## src/rtl/pll_rst_seq.sv

```systemverilog
// pll_rst_seq: PLL reset / lock sequencer running on the raw reference clock.
//
// Holds the PLL in reset, releases it, and waits (with a timeout) for lock.
// It retries a bounded number of times and parks the PLL in a sticky FAIL
// state once the retries run out. Lock must stay high for a qualification
// window before system reset is released. Losing lock in RUN starts a new
// sequence.
//
// Optional feature: define PLL_LOSS_CNT_EN to add the loss_cnt output. It is
// a saturating count of RUN->HOLD lock-loss events. Only rst_n clears it.
//
// Ports:
//   clk        in   reference clock (the same crystal net that feeds the PLL)
//   rst_n      in   asynchronous active-low reset
//   restart    in   pulse that starts a fresh sequence from any state
//   pll_lock   in   PLL lock, asynchronous to clk
//   pll_reset  out  active-high reset to the PLL
//   sys_rst_n  out  active-low system reset request (registered)
//   pll_locked out  synchronized lock (last sync stage)
//   pll_fail   out  sticky: retries exhausted
//   seq_state  out  FSM state (HOLD=0 WAIT=1 STABLE=2 RUN=3 FAIL=4)
//   retry_cnt  out  failed attempts in the current sequence
//   loss_cnt   out  [PLL_LOSS_CNT_EN only] lock-loss events, saturating at 255
module pll_rst_seq #(
  parameter int RST_CYCLES    = 16,
  parameter int LOCK_TIMEOUT  = 24000,
  parameter int STABLE_CYCLES = 256,
  parameter int MAX_RETRY     = 3,     // must be 0..3 so retry_cnt cannot wrap
  parameter int SYNC_STAGES   = 2
) (
  input  logic       clk,
  input  logic       rst_n,
  input  logic       restart,
  input  logic       pll_lock,
  output logic       pll_reset,
  output logic       sys_rst_n,
  output logic       pll_locked,
  output logic       pll_fail,
  output logic [2:0] seq_state,
`ifdef PLL_LOSS_CNT_EN
  output logic [7:0] loss_cnt,
`endif
  output logic [1:0] retry_cnt
);

  // A single shared counter serves every state, so size it for the longest
  // count. It never runs past MAXC-1.
  localparam int MAX_RS = (RST_CYCLES > STABLE_CYCLES) ? RST_CYCLES : STABLE_CYCLES;
  localparam int MAXC   = (LOCK_TIMEOUT > MAX_RS) ? LOCK_TIMEOUT : MAX_RS;
  localparam int CW     = (MAXC > 1) ? $clog2(MAXC) : 1;

  localparam logic [CW-1:0] RST_LAST = CW'(RST_CYCLES - 1);
  localparam logic [CW-1:0] TMO_LAST = CW'(LOCK_TIMEOUT - 1);
  localparam logic [CW-1:0] STB_LAST = CW'(STABLE_CYCLES - 1);
  localparam logic [1:0]    RETRY_MAX = 2'(MAX_RETRY);

  typedef enum logic [2:0] {
    S_HOLD   = 3'd0,
    S_WAIT   = 3'd1,
    S_STABLE = 3'd2,
    S_RUN    = 3'd3,
    S_FAIL   = 3'd4
  } state_e;

  state_e                 state_q, state_d;
  logic [CW-1:0]          cnt_q, cnt_d;
  logic [1:0]             retry_q, retry_d;
  logic                   fail_q, fail_d;
  logic                   pll_reset_q, sys_rst_n_q;
  logic [SYNC_STAGES-1:0] sync_q;
  logic                   lk;

`ifdef PLL_LOSS_CNT_EN
  logic [7:0] loss_q, loss_d;
`endif

  assign lk = sync_q[SYNC_STAGES-1];

  always_comb begin
    state_d = state_q;
    cnt_d   = cnt_q;
    retry_d = retry_q;
    fail_d  = fail_q;
`ifdef PLL_LOSS_CNT_EN
    loss_d  = loss_q;
`endif
    if (restart) begin
      state_d = S_HOLD;
      cnt_d   = '0;
      retry_d = '0;
      fail_d  = 1'b0;
    end else begin
      case (state_q)
        S_HOLD: begin
          if (cnt_q == RST_LAST) begin
            state_d = S_WAIT;
            cnt_d   = '0;
          end else begin
            cnt_d = cnt_q + 1'b1;
          end
        end
        S_WAIT: begin
          // The lock is tested first, so a lock on the timeout cycle wins.
          if (lk) begin
            state_d = S_STABLE;
            cnt_d   = '0;
          end else if (cnt_q == TMO_LAST) begin
            cnt_d = '0;
            if (retry_q < RETRY_MAX) begin
              retry_d = retry_q + 2'd1;
              state_d = S_HOLD;
            end else begin
              state_d = S_FAIL;
              fail_d  = 1'b1;
            end
          end else begin
            cnt_d = cnt_q + 1'b1;
          end
        end
        S_STABLE: begin
          // A drop on the final qualification cycle still sends us back to WAIT.
          if (!lk) begin
            state_d = S_WAIT;
            cnt_d   = '0;
          end else if (cnt_q == STB_LAST) begin
            state_d = S_RUN;
            cnt_d   = '0;
            retry_d = '0;
          end else begin
            cnt_d = cnt_q + 1'b1;
          end
        end
        S_RUN: begin
          if (!lk) begin
            state_d = S_HOLD;
            cnt_d   = '0;
`ifdef PLL_LOSS_CNT_EN
            if (loss_q != 8'hFF) loss_d = loss_q + 8'd1;
`endif
          end
        end
        S_FAIL: ;
        default: begin
          state_d = S_HOLD;
          cnt_d   = '0;
        end
      endcase
    end
  end

  // The outputs are registered from the next state. That way they change on
  // the same edge that changes seq_state.
  always_ff @(posedge clk or negedge rst_n) begin
    if (!rst_n) begin
      sync_q      <= '0;
      state_q     <= S_HOLD;
      cnt_q       <= '0;
      retry_q     <= '0;
      fail_q      <= 1'b0;
      pll_reset_q <= 1'b1;
      sys_rst_n_q <= 1'b0;
`ifdef PLL_LOSS_CNT_EN
      loss_q      <= '0;
`endif
    end else begin
      sync_q      <= {sync_q[SYNC_STAGES-2:0], pll_lock};
      state_q     <= state_d;
      cnt_q       <= cnt_d;
      retry_q     <= retry_d;
      fail_q      <= fail_d;
      pll_reset_q <= (state_d == S_HOLD) || (state_d == S_FAIL);
      sys_rst_n_q <= (state_d == S_RUN);
`ifdef PLL_LOSS_CNT_EN
      loss_q      <= loss_d;
`endif
    end
  end

  assign pll_reset  = pll_reset_q;
  assign sys_rst_n  = sys_rst_n_q;
  assign pll_locked = lk;
  assign pll_fail   = fail_q;
  assign seq_state  = state_q;
  assign retry_cnt  = retry_q;
`ifdef PLL_LOSS_CNT_EN
  assign loss_cnt   = loss_q;
`endif

endmodule
```

## config.mk

```make
export PLATFORM = sky130hd
export DESIGN_NAME = pll_rst_seq
export DESIGN_NICKNAME = d
export VERILOG_FILES = /design/src/rtl/pll_rst_seq.sv
export SDC_FILE = /design/constraint.sdc
export NUM_CORES = 1
export LEC_CHECK = 0
export ABC_CLOCK_PERIOD_IN_PS = 2600
export BUFFER_PORTS_ARGS = -buffer_cell sky130_fd_sc_hd__buf_2
export CAP_MARGIN = 20
export CORE_UTILIZATION = 55
export DETAILED_ROUTE_END_ITERATION = 6
export PLACE_DENSITY = 0.72
export SETUP_SLACK_MARGIN = 0.1
export SYNTH_ARGS = -nofsm -noshare
export SYNTH_HDL_FRONTEND = slang
export SYNTH_SLANG_ARGS = --single-unit
```

## constraint.sdc

```tcl
create_clock -name clk -period 2.6 [get_ports clk]
set_clock_uncertainty 0.05 [all_clocks]
set_input_delay 0.26 -clock clk [delete_from_list [all_inputs] [get_ports clk]]
set_output_delay 0.26 -clock clk [all_outputs]
set_load 0.005 [all_outputs]
```

; ---- Yosys cells after proc, flatten, opt, wreduce, memory -nomap -nowiden
; Index checks and enable logic that the tools add are counted.
[word_totals]
register_bits = 25
wordCells = 66
output_inout_bits = 9
input_bits = 4
[classes]
order_cmp = 1
n_eq_ne = 18
n_mux = 29
n_reduce_logical = 9
add_sub_neg = 2
[ops]
columns = operator, count
row1 = two-way mux 15 bit, 7
row2 = case mux 15 bit (5 select lines), 1
row3 = two-way mux 3 bit, 8
row4 = "inequality test 3 bit, second input constant", 6
row5 = "adder 15 x 1 -> 15 bit, second input constant", 1
row6 = "== test 15 bit, second input constant", 1
row7 = "== test 15 x 4 -> 1 bit, second input constant", 1
row8 = "== test 15 x 8 -> 1 bit, second input constant", 1
row9 = case mux 3 bit (5 select lines), 1
row10 = two-way mux 2 bit, 6
row11 = "== test 3 x 2 -> 1 bit, second input constant", 3
row12 = "== test 3 bit, second input constant", 2
row13 = logical NOT 3 bit, 2
row14 = "inequality test 2 bit, second input constant", 3
row15 = AND reduction 6 bit, 1
row16 = two-way mux 1 bit, 5
row17 = case mux 2 bit (2 select lines), 1
row18 = AND reduction 4 bit, 1
row19 = nonzero test 2 bit, 2
row20 = "== test 3 x 1 -> 1 bit, second input constant", 1
row21 = nonzero test 3 bit, 1
row22 = "adder 2 x 1 -> 2 bit, second input constant", 1
row23 = "less-than comparator 2 bit, second input constant", 1
row24 = AND reduction 2 bit, 1
row25 = logical OR 1 bit, 1

; ---- Longest topological paths before layout
[depth]
word_depth = 8
depth_mapped = 8
mapped_depth_nobuf = 7

; ---- Worst setup path after synthesis
; Ideal clock, no wire load.
[synth_timing]
path_type = register to register
from = register cnt_q[0]
to = register cnt_q[5]
n_path_buf = 1
slack_ns = 0.473
arrival_ns = 1.956
t_required_ns = 2.429
synth_period_minus_slack_ns = 2.127
setup_ns = 0.121
path_stages_with_launch = 9
cell_sequence = dfrtp_1 > ha_1 > nand3_2 > or4_4 > nand2_2 > a31oi_4 > buf_6 > a21o_1 > a22o_1
[synth_between]
elab_chain_len = 5
elab_cells_between_ends = 11
classes_between = 1 x add/sub / 3 x eq/ne / 7 x mux
[synth_lines]
columns = element, line
row1 = from (decl), 66  ; logic [CW-1:0] cnt_q, cnt_d;
row2 = from (signal assigned), 168  ; cnt_q <= cnt_d;
row3 = adder 15 x 1 -> 15 bit (tied with other cells), "99, 117, 130"
row4 = "two-way mux 15 bit, on equally long branches", "125, 107"
row5 = "two-way mux 15 bit, on equally long branches", "122, 104"
row6 = case mux 15 bit (5 select lines) (*), 93  ; case (state_q)
row7 = two-way mux 15 bit (*), 87  ; if (restart) begin
; Mark *: on every way between the ends. The rest lies on a longest branch, timed or not.
; A chain may end at the register's enable or synchronous reset.

; ---- Worst setup path after layout
; Ends and elaborated chain as after synthesis.

==> impl_metrics.json <==
{
  "slowest_stage": "or4_4",
  "gp_congestion": 0.856,
  "seq_area_sq_um": 627,
  "seq_area_frac_synth_pct": 45.0,
  "synthXorXnorAreaFrac_pct": 1.26,
  "drv_slew": 0,
  "crit_chain": "ha_1, nand3_2, or4_4, nand2_2, a31oi_4, a21o_1, a22o_1",
  "grtUsageMet1_pct": 31.7,
  "nets": 169,
  "rows": 17,
  "multi_input_area_sq_um": 704,
  "fp.dieH_microns": 52.3,
  "yosys.area_share.simple_pct": 24.9,
  "dp_hpwl_microns": 1910,
  "met3_usage_pct": 3.48,
  "grt_antenna_before_repair": 0,
  "hold_class": "in -> reg",
  "core_sq_um": 2300,
  "vias": 1106,
  "place_area_sq_um": 1460,
  "start_util_pct": 60.6,
  "fillers": 189,
  "startpoint_type": "register",
  "crit_start": "cnt_q[0]",
  "synth_top_family_by_area": "simple AND/OR/NAND/NOR gates",
  "worst-setup-path-type": "reg -> reg",
  "cts_root_buf": "clkbuf_4",
  "ios": 13,
  "grt_pass1_wl_microns": 4490,
  "synth.avg_cell_area_sq_um": 9.35,
  "areaGrowthSynthToFinish_pct": 8.54,
  "ys_warn_count": 0,
  "synthArstFlopShare_pct": 100,
  "endpoint": "cnt_q[5]",
  "synth_common_cells": "dfrtp_1, nor2_1, nand2_1",
  "drt_pass1_iterations": 4,
  "n_antenna_cell": 0,
  "irDropWorstVdd_mv": 0.377,
  "power.leakage_nw": 0.692,
  "worstPathMaxFanout": 22,
  "top_usage_layer": "met2",
  "yosys-top-cells-area": "dfrtp_1, a21oi_1, nor2_1, a21o_1, a22o_1",
  "rsz0062_at_grt": "false",
  "ant_nets": 0,
  "finalSetupViolations": 0,
  "grt_overflow_total": 0,
  "regToRegSetupSlack_ns": 0.24,
  "numCtsBuffers": 3,
  "critPathBufInv": 0,
  "grtUsageTotal_pct": 22.9,
  "finalCriticalPeriod_ns": 2.36,
  "syn_nets": 155,
  "fin_crit_sh_pct": 90.7,
  "post_drt_via_cell_ratio": 5.82,
  "port_buffers": 12,
  "synth_ff_type": "dfrtp_1",
  "max_stage_delay_ns": 0.60,
  "fin_tns_setup_ns": 0,
  "drc": 0,
  "slew_headroom_pct": 62.1,
  "die_w_microns": 52.3,
  "synthMuxAreaShare_pct": 2.96,
  "ys_types": 40,
  "drive_above_1_share_pct": 14.2,
  "yosys.cell_count.top_type": "dfrtp_1",
  "cp.arrival_ns": 2.53,
  "cts_setup_buffers": 0,
  "timing.rr.end": "cnt_q[5]",
  "synth_edf_count": 0,
  "stdcell_area_sq_um": 1510,
  "hp-start": "restart",
  "dr.first_iter.drc_count": 26,
  "dieArea_sq_um": 2740,
  "tritoncts": "done",
  "met2_usage_pct": 35.4,
  "endpoint_kind": "register",
  "syn_inst": 149,
  "status": "complete, no violations",
  "clockBufferDepth": 2,
  "reg2reg_from": "cnt_q[0]",
  "clk_latency_ns": 0.32,
  "htreeDepth": 1,
  "hold_viol_final": 0,
  "grt_pass1_vias": 1001,
  "wirelength_microns": 2710,
  "grt_max_degree": 26,
  "ff2ff_path_depth": 7,
  "hold_ws_ns": 0.198,
  "max_freq_mhz": 424,
  "post_drt_wl_per_cell_microns": 14.3,
  "timing.max_cap.violations": 0,
  "crit_family": "simple AND/OR/NAND/NOR gates",
  "synth_area_sq_um": 1390,
  "powerDensity_nw_per_um2": 428,
  "yosysTopAreaCellShare_pct": 43.1,
  "clock-sinks": 25,
  "clk_pin_slew_ns": 0.13,
  "synth_compound_area_share_pct": 19.7,
  "synth_fa_ha_area_share_pct": 1.80,
  "worstMarginPinSlew_ns": 0.568,
  "cp.required_ns": 2.78,
  "yosys.area.top_type": "dfrtp_1",
  "crit_cells": 7,
  "synth-seq-cells": 25
}
layout by cell type (no fill, tap or decap), drive strengths merged, types with 3 or more instances in the layout:
cell / n
nor2: 16
o21ai: 4
a22o: 6
dfrtp: 24
buf: 13
inv: 8
clkbuf: 3
a21oi: 12
nor3: 5
nand2: 14
a21o: 7
nand3: 11
mux2i: 3
per-stage QoR:
stage	setup slack (ns)	std cells	util, %	total power [mW]
4_1_cts	0.255	190	65.8	0.653
3_5_place_dp	0.264	184	63.7	0.476
3_3_place_gp	0.342	184	63.7	0.471
5_1_grt	0.128	190	65.8	0.677
6_report	0.243	190	65.8	0.648
2_1_floorplan	0.473	149	-	0.452
final cells by class:
type                            instances  area share [%]
Multi-Input combinational cell        110            46.6
Clock buffer                            3            1.49
Inverter                                8            1.99
Tap cell                               28            2.32
Sequential cell                        25            41.5
Clock inverter                          1           0.331
Timing Repair Buffer                   15            5.79
how the worst min path moves through the flow:
stage	end	slack (ns)	cells after the start
global placement	retry_cnt[0]	0.22	1
global route	cnt_q[0]	0.20	2
finish	pll_fail	0.20	2
floorplan	cnt_q[0]	-0.09	0
detailed placement	retry_cnt[0]	0.23	1
CTS	pll_fail	0.19	2
worst reg2reg max path, delay by kind of cell, from the launching register on:
kind / cells / cell delay [ns]
compound gates: 3 / 0.66
simple gates: 3 / 0.89
flops: 1 / 0.43
fa+ha+maj: 1 / 0.24
flip-flops by register name (all words and copies together) (netlist names):
| register | flops |
|---|---|
| cnt_q | 15 |
| seq_state | 3 |
| sync_q | 2 |
| sys_rst_n | 1 |
| pll_reset | 1 |
| pll_fail | 1 |
| retry_cnt | 2 |
what timing repair did:
item	CTS	global route
endpoints found under the hold margin	25	0
resized for setup	0	0
hold buffers	2	0
kinds of logic after synthesis:
| family | Yosys count |
|---|---|
| mux | 4 |
| flops | 25 |
| simple gates | 66 |
| compound gates | 36 |
| fa+ha+maj | 2 |
| buf+inv | 14 |
| xor+xnor | 2 |
power breakdown:
| group | internal [mW] | switching (mW) |
|---|---|---|
| clock | 0.0578 | 0.120 |
| sequential | 0.400 | 0.0107 |
| combinational | 0.0263 | 0.0325 |
metal layers:
metal | share of wire, % | up-vias
met4 | 1.7 | 0
met3 | 2.8 | 5
met1 | 51 | 521
met2 | 44 | 19
met5 | 0 | -
li1 | - | 561
(Power assumes the default switching activity.)
